**config.mk**
```make
export PLATFORM = sky130hd
export DESIGN_NAME = frame_store_ctrl_flat
export DESIGN_NICKNAME = d
export VERILOG_FILES = /design/src/rtl/frame_store_ctrl_if.sv /design/src/rtl/frame_store_ctrl.sv /design/src/flat_wrapper.sv
export SDC_FILE = /design/constraint.sdc
export NUM_CORES = 1
export LEC_CHECK = 0
export ABC_AREA = 1
export BUFFER_PORTS_ARGS = -buffer_cell sky130_fd_sc_hd__buf_2
export CAP_MARGIN = 20
export CORE_MARGIN = 2
export CORE_UTILIZATION = 35
export DETAILED_ROUTE_END_ITERATION = 7
export HOLD_SLACK_MARGIN = 0.08
export PLACE_DENSITY_LB_ADDON = 0.1
export SYNTH_ARGS = -nofsm -noshare
export SYNTH_HDL_FRONTEND = slang
export SYNTH_SLANG_ARGS = --single-unit
```
**constraint.sdc**
```tcl
create_clock -name clk -period 4.84 [get_ports clk]
set_clock_uncertainty 0.2 [all_clocks]
set_input_delay 0.726 -clock clk [delete_from_list [all_inputs] [get_ports clk]]
set_output_delay 0.726 -clock clk [all_outputs]
set_load 0.05 [all_outputs]
```
**src/rtl/frame_store_ctrl_if.sv**
```systemverilog
// frame_store_ctrl_if: pixel-stage inputs and BRAM/control outputs of the frame store
interface frame_store_ctrl_if #(parameter int ADDR_W = 18);
  logic              capture;
  logic              read_en;
  logic [23:0]       pixel_in;
  logic              blank_in;
  logic              hsync_in;
  logic              vsync_in;
  logic [10:0]       hcount;
  logic [9:0]        vcount;
  logic [ADDR_W-1:0] bram_addr;
  logic [7:0]        bram_din;
  logic              bram_we;
  logic [1:0]        bram_state;
  logic              in_display;
  logic              frame_saved;
  modport master (
    output capture, read_en, pixel_in, blank_in, hsync_in, vsync_in, hcount, vcount,
    input  bram_addr, bram_din, bram_we, bram_state, in_display, frame_saved
  );
  modport slave (
    input  capture, read_en, pixel_in, blank_in, hsync_in, vsync_in, hcount, vcount,
    output bram_addr, bram_din, bram_we, bram_state, in_display, frame_saved
  );
endinterface

```
**src/rtl/frame_store_ctrl.sv**
```systemverilog
// frame_store_ctrl: captures one RGB332 frame into BRAM and replays it; FRAME_STORE_DITHER_EN enables 2x2 ordered dither
module frame_store_ctrl #(
  parameter int FRAME_W = 640,
  parameter int FRAME_H = 400,
  parameter int ADDR_W  = 18,
  parameter int RD_LAT  = 2
) (
  input logic              clk,
  input logic              reset,
  frame_store_ctrl_if.slave bus
);
  typedef enum logic [1:0] {
    BRAM_IDLE     = 2'b00,
    CAPTURE_FRAME = 2'b01,
    WRITING_FRAME = 2'b10,
    READING_FRAME = 2'b11
  } state_t;

  localparam logic [10:0]       FW     = 11'(FRAME_W);
  localparam logic [9:0]        FH     = 10'(FRAME_H);
  localparam logic [ADDR_W-1:0] FWA    = ADDR_W'(FRAME_W);
  localparam logic [ADDR_W-1:0] LAST_A = ADDR_W'(FRAME_W * FRAME_H - 1);

  state_t            state_q, state_d;
  logic              cap_q, blank_q;
  logic [10:0]       wx_q, wx_d;
  logic [9:0]        wy_q, wy_d;
  logic [ADDR_W-1:0] wa_q, wa_d, addr_q, addr_d, rd_addr;
  logic [7:0]        din_q, din_d, pix332;
  logic              we_q, we_d, saved_q, saved_d;
  logic [RD_LAT:0]   disp_q, disp_d;
  logic              cap_rise, writing, reading, wr, done, rd_ok;
  logic              unused_bits;

`ifdef FRAME_STORE_DITHER_EN
  logic [1:0] dv;
  logic [8:0] r9, g9, b9;
  // Ordered 2x2 dither with saturation, then truncation to RGB332
  always_comb begin
    dv = ({wy_q[0], wx_q[0]} == 2'b00) ? 2'd0 :
         ({wy_q[0], wx_q[0]} == 2'b01) ? 2'd2 :
         ({wy_q[0], wx_q[0]} == 2'b10) ? 2'd3 : 2'd1;
    r9 = {1'b0, bus.pixel_in[23:16]} + {4'b0, dv, 3'b0};
    g9 = {1'b0, bus.pixel_in[15:8]} + {4'b0, dv, 3'b0};
    b9 = {1'b0, bus.pixel_in[7:0]} + {3'b0, dv, 4'b0};
    pix332 = {r9[8] ? 3'b111 : r9[7:5], g9[8] ? 3'b111 : g9[7:5], b9[8] ? 2'b11 : b9[7:6]};
  end
  assign unused_bits = ^{bus.hsync_in, r9[4:0], g9[4:0], b9[5:0]};
`else
  assign pix332 = {bus.pixel_in[23:21], bus.pixel_in[15:13], bus.pixel_in[7:6]};
  assign unused_bits = ^{bus.hsync_in, bus.pixel_in[20:16], bus.pixel_in[12:8], bus.pixel_in[5:0]};
`endif

  assign rd_addr = FWA * ADDR_W'(bus.vcount) + ADDR_W'(bus.hcount);

  // Next state, write-position tracking, BRAM port and display pipeline
  always_comb begin
    cap_rise = bus.capture & ~cap_q;
    writing  = state_q == WRITING_FRAME;
    reading  = state_q == READING_FRAME;
    wr       = writing && !bus.blank_in && wx_q < FW && wy_q < FH;
    done     = wr && wa_q == LAST_A;
    rd_ok    = bus.hcount < FW && bus.vcount < FH;
    state_d  = state_q;
    case (state_q)
      CAPTURE_FRAME: state_d = bus.vsync_in ? CAPTURE_FRAME : WRITING_FRAME;
      WRITING_FRAME: state_d = !done ? WRITING_FRAME : bus.read_en ? READING_FRAME : BRAM_IDLE;
      default:       state_d = cap_rise ? CAPTURE_FRAME : bus.read_en ? READING_FRAME : BRAM_IDLE;
    endcase
    wx_d    = (writing && !bus.blank_in) ? wx_q + 11'(wx_q != '1) : '0;
    wy_d    = (!writing || !bus.vsync_in) ? '0 : wy_q + 10'(bus.blank_in && !blank_q && wy_q != '1);
    wa_d    = writing ? wa_q + ADDR_W'(wr) : '0;
    we_d    = wr;
    saved_d = done;
    addr_d  = wr ? wa_q : (reading && rd_ok) ? rd_addr : addr_q;
    din_d   = wr ? pix332 : din_q;
    disp_d  = reading ? (RD_LAT + 1)'({disp_q, rd_ok}) : '0;
  end

  // State and datapath registers; capture history resets high so a held button does not arm
  always_ff @(posedge clk or posedge reset) begin
    if (reset) begin
      state_q <= BRAM_IDLE;
      cap_q   <= 1'b1;
      blank_q <= 1'b1;
      wx_q    <= '0;
      wy_q    <= '0;
      wa_q    <= '0;
      addr_q  <= '0;
      din_q   <= '0;
      we_q    <= 1'b0;
      saved_q <= 1'b0;
      disp_q  <= '0;
    end else begin
      state_q <= state_d;
      cap_q   <= bus.capture;
      blank_q <= bus.blank_in;
      wx_q    <= wx_d;
      wy_q    <= wy_d;
      wa_q    <= wa_d;
      addr_q  <= addr_d;
      din_q   <= din_d;
      we_q    <= we_d;
      saved_q <= saved_d;
      disp_q  <= disp_d;
    end
  end

  assign bus.bram_addr   = addr_q;
  assign bus.bram_din    = din_q;
  assign bus.bram_we     = we_q;
  assign bus.bram_state  = state_q;
  assign bus.frame_saved = saved_q;
  assign bus.in_display  = disp_q[RD_LAT] & reading;
endmodule

```
**src/flat_wrapper.sv**
```systemverilog
// flat-port wrapper written by rule: the top's interface ports become plain ports
module frame_store_ctrl_flat 
#(
  parameter int FRAME_W = 640,
  parameter int FRAME_H = 400,
  parameter int ADDR_W  = 18,
  parameter int RD_LAT  = 2
)
  (clk, reset, bus_capture, bus_read_en, bus_pixel_in, bus_blank_in, bus_hsync_in, bus_vsync_in, bus_hcount, bus_vcount, bus_bram_addr, bus_bram_din, bus_bram_we, bus_bram_state, bus_in_display, bus_frame_saved);
  frame_store_ctrl_if #(.ADDR_W(ADDR_W)) bus_i ();
  input logic clk;
  input logic reset;
  input wire logic [$bits(bus_i.capture)-1:0] bus_capture;
  input wire logic [$bits(bus_i.read_en)-1:0] bus_read_en;
  input wire logic [$bits(bus_i.pixel_in)-1:0] bus_pixel_in;
  input wire logic [$bits(bus_i.blank_in)-1:0] bus_blank_in;
  input wire logic [$bits(bus_i.hsync_in)-1:0] bus_hsync_in;
  input wire logic [$bits(bus_i.vsync_in)-1:0] bus_vsync_in;
  input wire logic [$bits(bus_i.hcount)-1:0] bus_hcount;
  input wire logic [$bits(bus_i.vcount)-1:0] bus_vcount;
  output wire logic [$bits(bus_i.bram_addr)-1:0] bus_bram_addr;
  output wire logic [$bits(bus_i.bram_din)-1:0] bus_bram_din;
  output wire logic [$bits(bus_i.bram_we)-1:0] bus_bram_we;
  output wire logic [$bits(bus_i.bram_state)-1:0] bus_bram_state;
  output wire logic [$bits(bus_i.in_display)-1:0] bus_in_display;
  output wire logic [$bits(bus_i.frame_saved)-1:0] bus_frame_saved;
  assign bus_i.capture = bus_capture;
  assign bus_i.read_en = bus_read_en;
  assign bus_i.pixel_in = bus_pixel_in;
  assign bus_i.blank_in = bus_blank_in;
  assign bus_i.hsync_in = bus_hsync_in;
  assign bus_i.vsync_in = bus_vsync_in;
  assign bus_i.hcount = bus_hcount;
  assign bus_i.vcount = bus_vcount;
  assign bus_bram_addr = bus_i.bram_addr;
  assign bus_bram_din = bus_i.bram_din;
  assign bus_bram_we = bus_i.bram_we;
  assign bus_bram_state = bus_i.bram_state;
  assign bus_in_display = bus_i.in_display;
  assign bus_frame_saved = bus_i.frame_saved;
  frame_store_ctrl #(.FRAME_W(FRAME_W), .FRAME_H(FRAME_H), .ADDR_W(ADDR_W), .RD_LAT(RD_LAT)) u_core (.clk(clk), .reset(reset), .bus(bus_i));
endmodule
```
==> results.sh <==
export IMPL_path_class="reg2reg"
export IMPL_min_to="u_core.disp_q[2]"
export IMPL_setup_violations=0
export IMPL_wl_met1_um=4946
export IMPL_grt_pass1_vias=3517
export IMPL_pwr_share_clk=0.290
export IMPL_antenna_found_initial=0
export IMPL_synth_xor_area_frac=0.01645
export IMPL_ys_seq_area_frac=0.4352
export IMPL_path_max_fanout=21
export IMPL_wirelength_um=10030
export IMPL_crit_slowest_cell="ha_1"
export IMPL_synth_top_area_share=0.4229
export IMPL_grt_usage=0.1638
export IMPL_slew_headroom=0.5366
export IMPL_dieArea_um2=13070
export IMPL_ios=83
export IMPL_seqPwrFrac=0.331
export IMPL_post_route_min_period_ns=3.480
export IMPL_initialDrtViolationCount=220
export IMPL_reg2reg_depth=16
export IMPL_clk_insertion_delay_late_ns=0.34
export IMPL_yosys_register_bits=74
export IMPL_tightestPinTransition_ns=0.6941
export IMPL_hold_start="u_core.disp_q[1]"
export IMPL_fmax_mhz=287.3
export IMPL_cts_sinks=74
export IMPL_synth_cell_type_count=38
export IMPL_nNetsFinal=694
export IMPL_stdcell_area_um2=5041
export IMPL_hold_slack_ns=0.2341
export IMPL_placed_cell_area_um2=4736
export IMPL_post_cts_buffers=0
export IMPL_hold_viol=0
export IMPL_critical_path_top_delay_family="simple AND/OR/NAND/NOR gates"
export IMPL_syn_avg_cell_area_um2=7.904
export IMPL_cts_resized_gates=0
export IMPL_pwr_share_comb=0.379
export IMPL_netlist_area_um2=4260
export IMPL_io_buffers=65
export IMPL_async_flop_share=1.000
export IMPL_cap_violations=0
export IMPL_worstSetupPathDepth=16
export IMPL_hold_depth=2
export IMPL_syn_to_final_growth_pct=18.33
export IMPL_critPathArrivalTime_ns=3.49
export IMPL_clockBufferDepth=2
export IMPL_slew_violations=0
export IMPL_cpPeakStageDelay_ns=0.54
export IMPL_synth_compound_area_frac=0.1016
export IMPL_clk_pin_slew_ns=0.06
export IMPL_p_int_uw=1373
export IMPL_synth_top_family_by_area="simple AND/OR/NAND/NOR gates"
export IMPL_ys_flop_type="dfrtp_1"
export IMPL_cts_buffers=9
export IMPL_path_cells="inv_1 > ha_1 > nand2_2 > nor3_2 > nand3_2 > buf_4 > inv_2 > ha_1 > ha_1 > nand2_1 > nor2_2 > nand2_1 > nor2_1 > nand2_1 > nor3_1 > nor3_1"
export IMPL_mostFrequentLayoutCell="nand2_1"
export IMPL_final_cell_mix="nand2_1, inv_1, dfrtp_1"
export IMPL_met2RoutedLength_um=4563
export IMPL_antenna_left=0
export IMPL_endpoint_kind="flip-flop"
export IMPL_outcome="finished, final reports clean"
export IMPL_holdBufCountCts=0
export IMPL_yosysTopAreaCell="dfrtp_1"
export IMPL_ir_drop_v=0.0002301
export IMPL_gp_congestion=0.8066
export IMPL_fin_crit_sh=0.7190
export IMPL_tns_ns=0
export IMPL_dp_final_hpwl_um=7518
export IMPL_die_width_um=114.3
export IMPL_top_layer="met4"
export IMPL_wl_per_cell_um=13.13
export IMPL_power_density_nw_per_um2=467.7
export IMPL_gr_total_overflow=0
export IMPL_cts_tree="yes"
export IMPL_wl_met3_um=338
export IMPL_fp_row_count=40
export IMPL_synth_nets=621
export IMPL_firstDrtPassIters=4
export IMPL_switching_share=0.4176
export IMPL_regToRegSetupSlack_ns=1.36
export IMPL_rr_endpoint="u_core.wa_q[14]"
export IMPL_power_leakage_uw=0.002664
export IMPL_synth_area_mux_share=0
export IMPL_drc_errors=0
export IMPL_initial_utilization=0.3562
export IMPL_synth_fa_ha_area_frac=0.09163
export IMPL_die_h_um=114.3
export IMPL_start_kind="flip-flop"
export IMPL_drive_above_1_share=0.1637
export IMPL_diodes=0
export IMPL_grt_start_max_net_pins=43
export IMPL_via_per_inst=4.853
export IMPL_vias=3708
export IMPL_synthTopCellsByArea="dfrtp_1, nand2_1, ha_1, inv_1, nor2_1"
export IMPL_worstPathRequired_ns=4.85
export IMPL_holdCritPathClass="reg2reg"
export IMPL_cp_num_buf_inv=3
export IMPL_root_buffer="clkbuf_16"
export IMPL_grt_setup_unrepaired="false"
export IMPL_netlist_instances=539
export IMPL_synth_edf_count=0
export IMPL_r2r_start="u_core.bus.bram_state[0]"
export IMPL_grt_pass1_wl_um=16840
export IMPL_htreeDepth=3
export IMPL_coreArea_um2=11960
export IMPL_synth_simple_area_share=0.2722
export IMPL_synth_warnings=0
export IMPL_p_switching_uw=984.7
## layer usage
metal / vias up / global-route usage
met4: 0 / 0.05772
met1: 1728 / 0.2246
met2: 63 / 0.2540
met3: 15 / 0.03864
li1: 1902 / -
met5: - / 0
## worst reg2reg max path: cells and delay by family (launching register included)
kind	cells	cell delay, ns
buffers and inverters	3	0.38
AND/OR/NAND/NOR	10	1.37
flip-flops	1	0.40
adder cells (fa/ha/maj)	3	1.00
## worst max path at each step
stage,slack (ns),start,end
3_5_place_dp,1.37,u_core.bus.bram_state[0],u_core.wa_q[14]
5_1_grt,0.99,u_core.bus.bram_state[0],u_core.wa_q[14]
2_1_floorplan,1.77,u_core.bus.bram_state[1],u_core.wa_q[14]
3_3_place_gp,1.43,u_core.bus.bram_state[0],u_core.wa_q[14]
4_1_cts,1.33,u_core.bus.bram_state[0],u_core.wa_q[14]
6_report,1.36,u_core.bus.bram_state[0],u_core.wa_q[14]
## cell families after synthesis
group | Yosys count
xor gates and xnor gates | 8
and+or+nand+nor | 269
buffers and inverters | 85
AOI/OAI and AO/OA | 73
DFF | 74
adders and majority gates | 30
## area by class of cell
type                            count  area [um^2]
Tap cell                          147        183.9
Fill cell                        1226         6920
Multi-Input combinational cell    380         2053
Sequential cell                    74         1854
Timing Repair Buffer               68        347.8
Clock inverter                      5        52.55
Clock buffer                       11        252.7
Inverter                           79        296.5
## registers in the layout (all words and copies together) (netlist names), 2 cells and up
name                   count
u_core.wa_q               18
u_core.bus.bram_state      2
u_core.bus.bram_addr      18
u_core.wx_q               11
u_core.bus.bram_din        8
u_core.wy_q               10
u_core.disp_q              3
## synthesized netlist by cell type (3+ instances only)
library cell / instances
o21bai_1: 4
o21a_1: 3
nand4_1: 13
inv_1: 77
nor2_1: 47
o211ai_1: 6
ha_1: 28
nand3_1: 34
dfrtp_1: 72
o21ai_0: 18
nor3_1: 13
o221ai_1: 3
nor2_2: 5
buf_6: 4
xor2_1: 6
nand2_1: 146
a21oi_1: 29
## metrics by stage
step / util / total power [uW] / cells / setup slack (ns)
final: 0.4214 / 2358 / 764 / 1.360
after global routing: 0.4214 / 2508 / 764 / 0.9865
after CTS: 0.4214 / 2387 / 764 / 1.329
after detailed placement: 0.3959 / 1696 / 748 / 1.366
after global placement: 0.3959 / 1685 / 748 / 1.425
after floorplan: - / 1474 / 539 / 1.772
## power by group through the flow
stage          Combinational [uW]  Clock (uW)  Sequential (uW)
3_5_place_dp                  905           0              790
6_report                      895         683              780
3_3_place_gp                  898           0              787
5_1_grt                       985         728              794
2_1_floorplan                 364           0             1110
4_1_cts                       908         698              781
No activity file was read; power rests on OpenSTA's default activity.
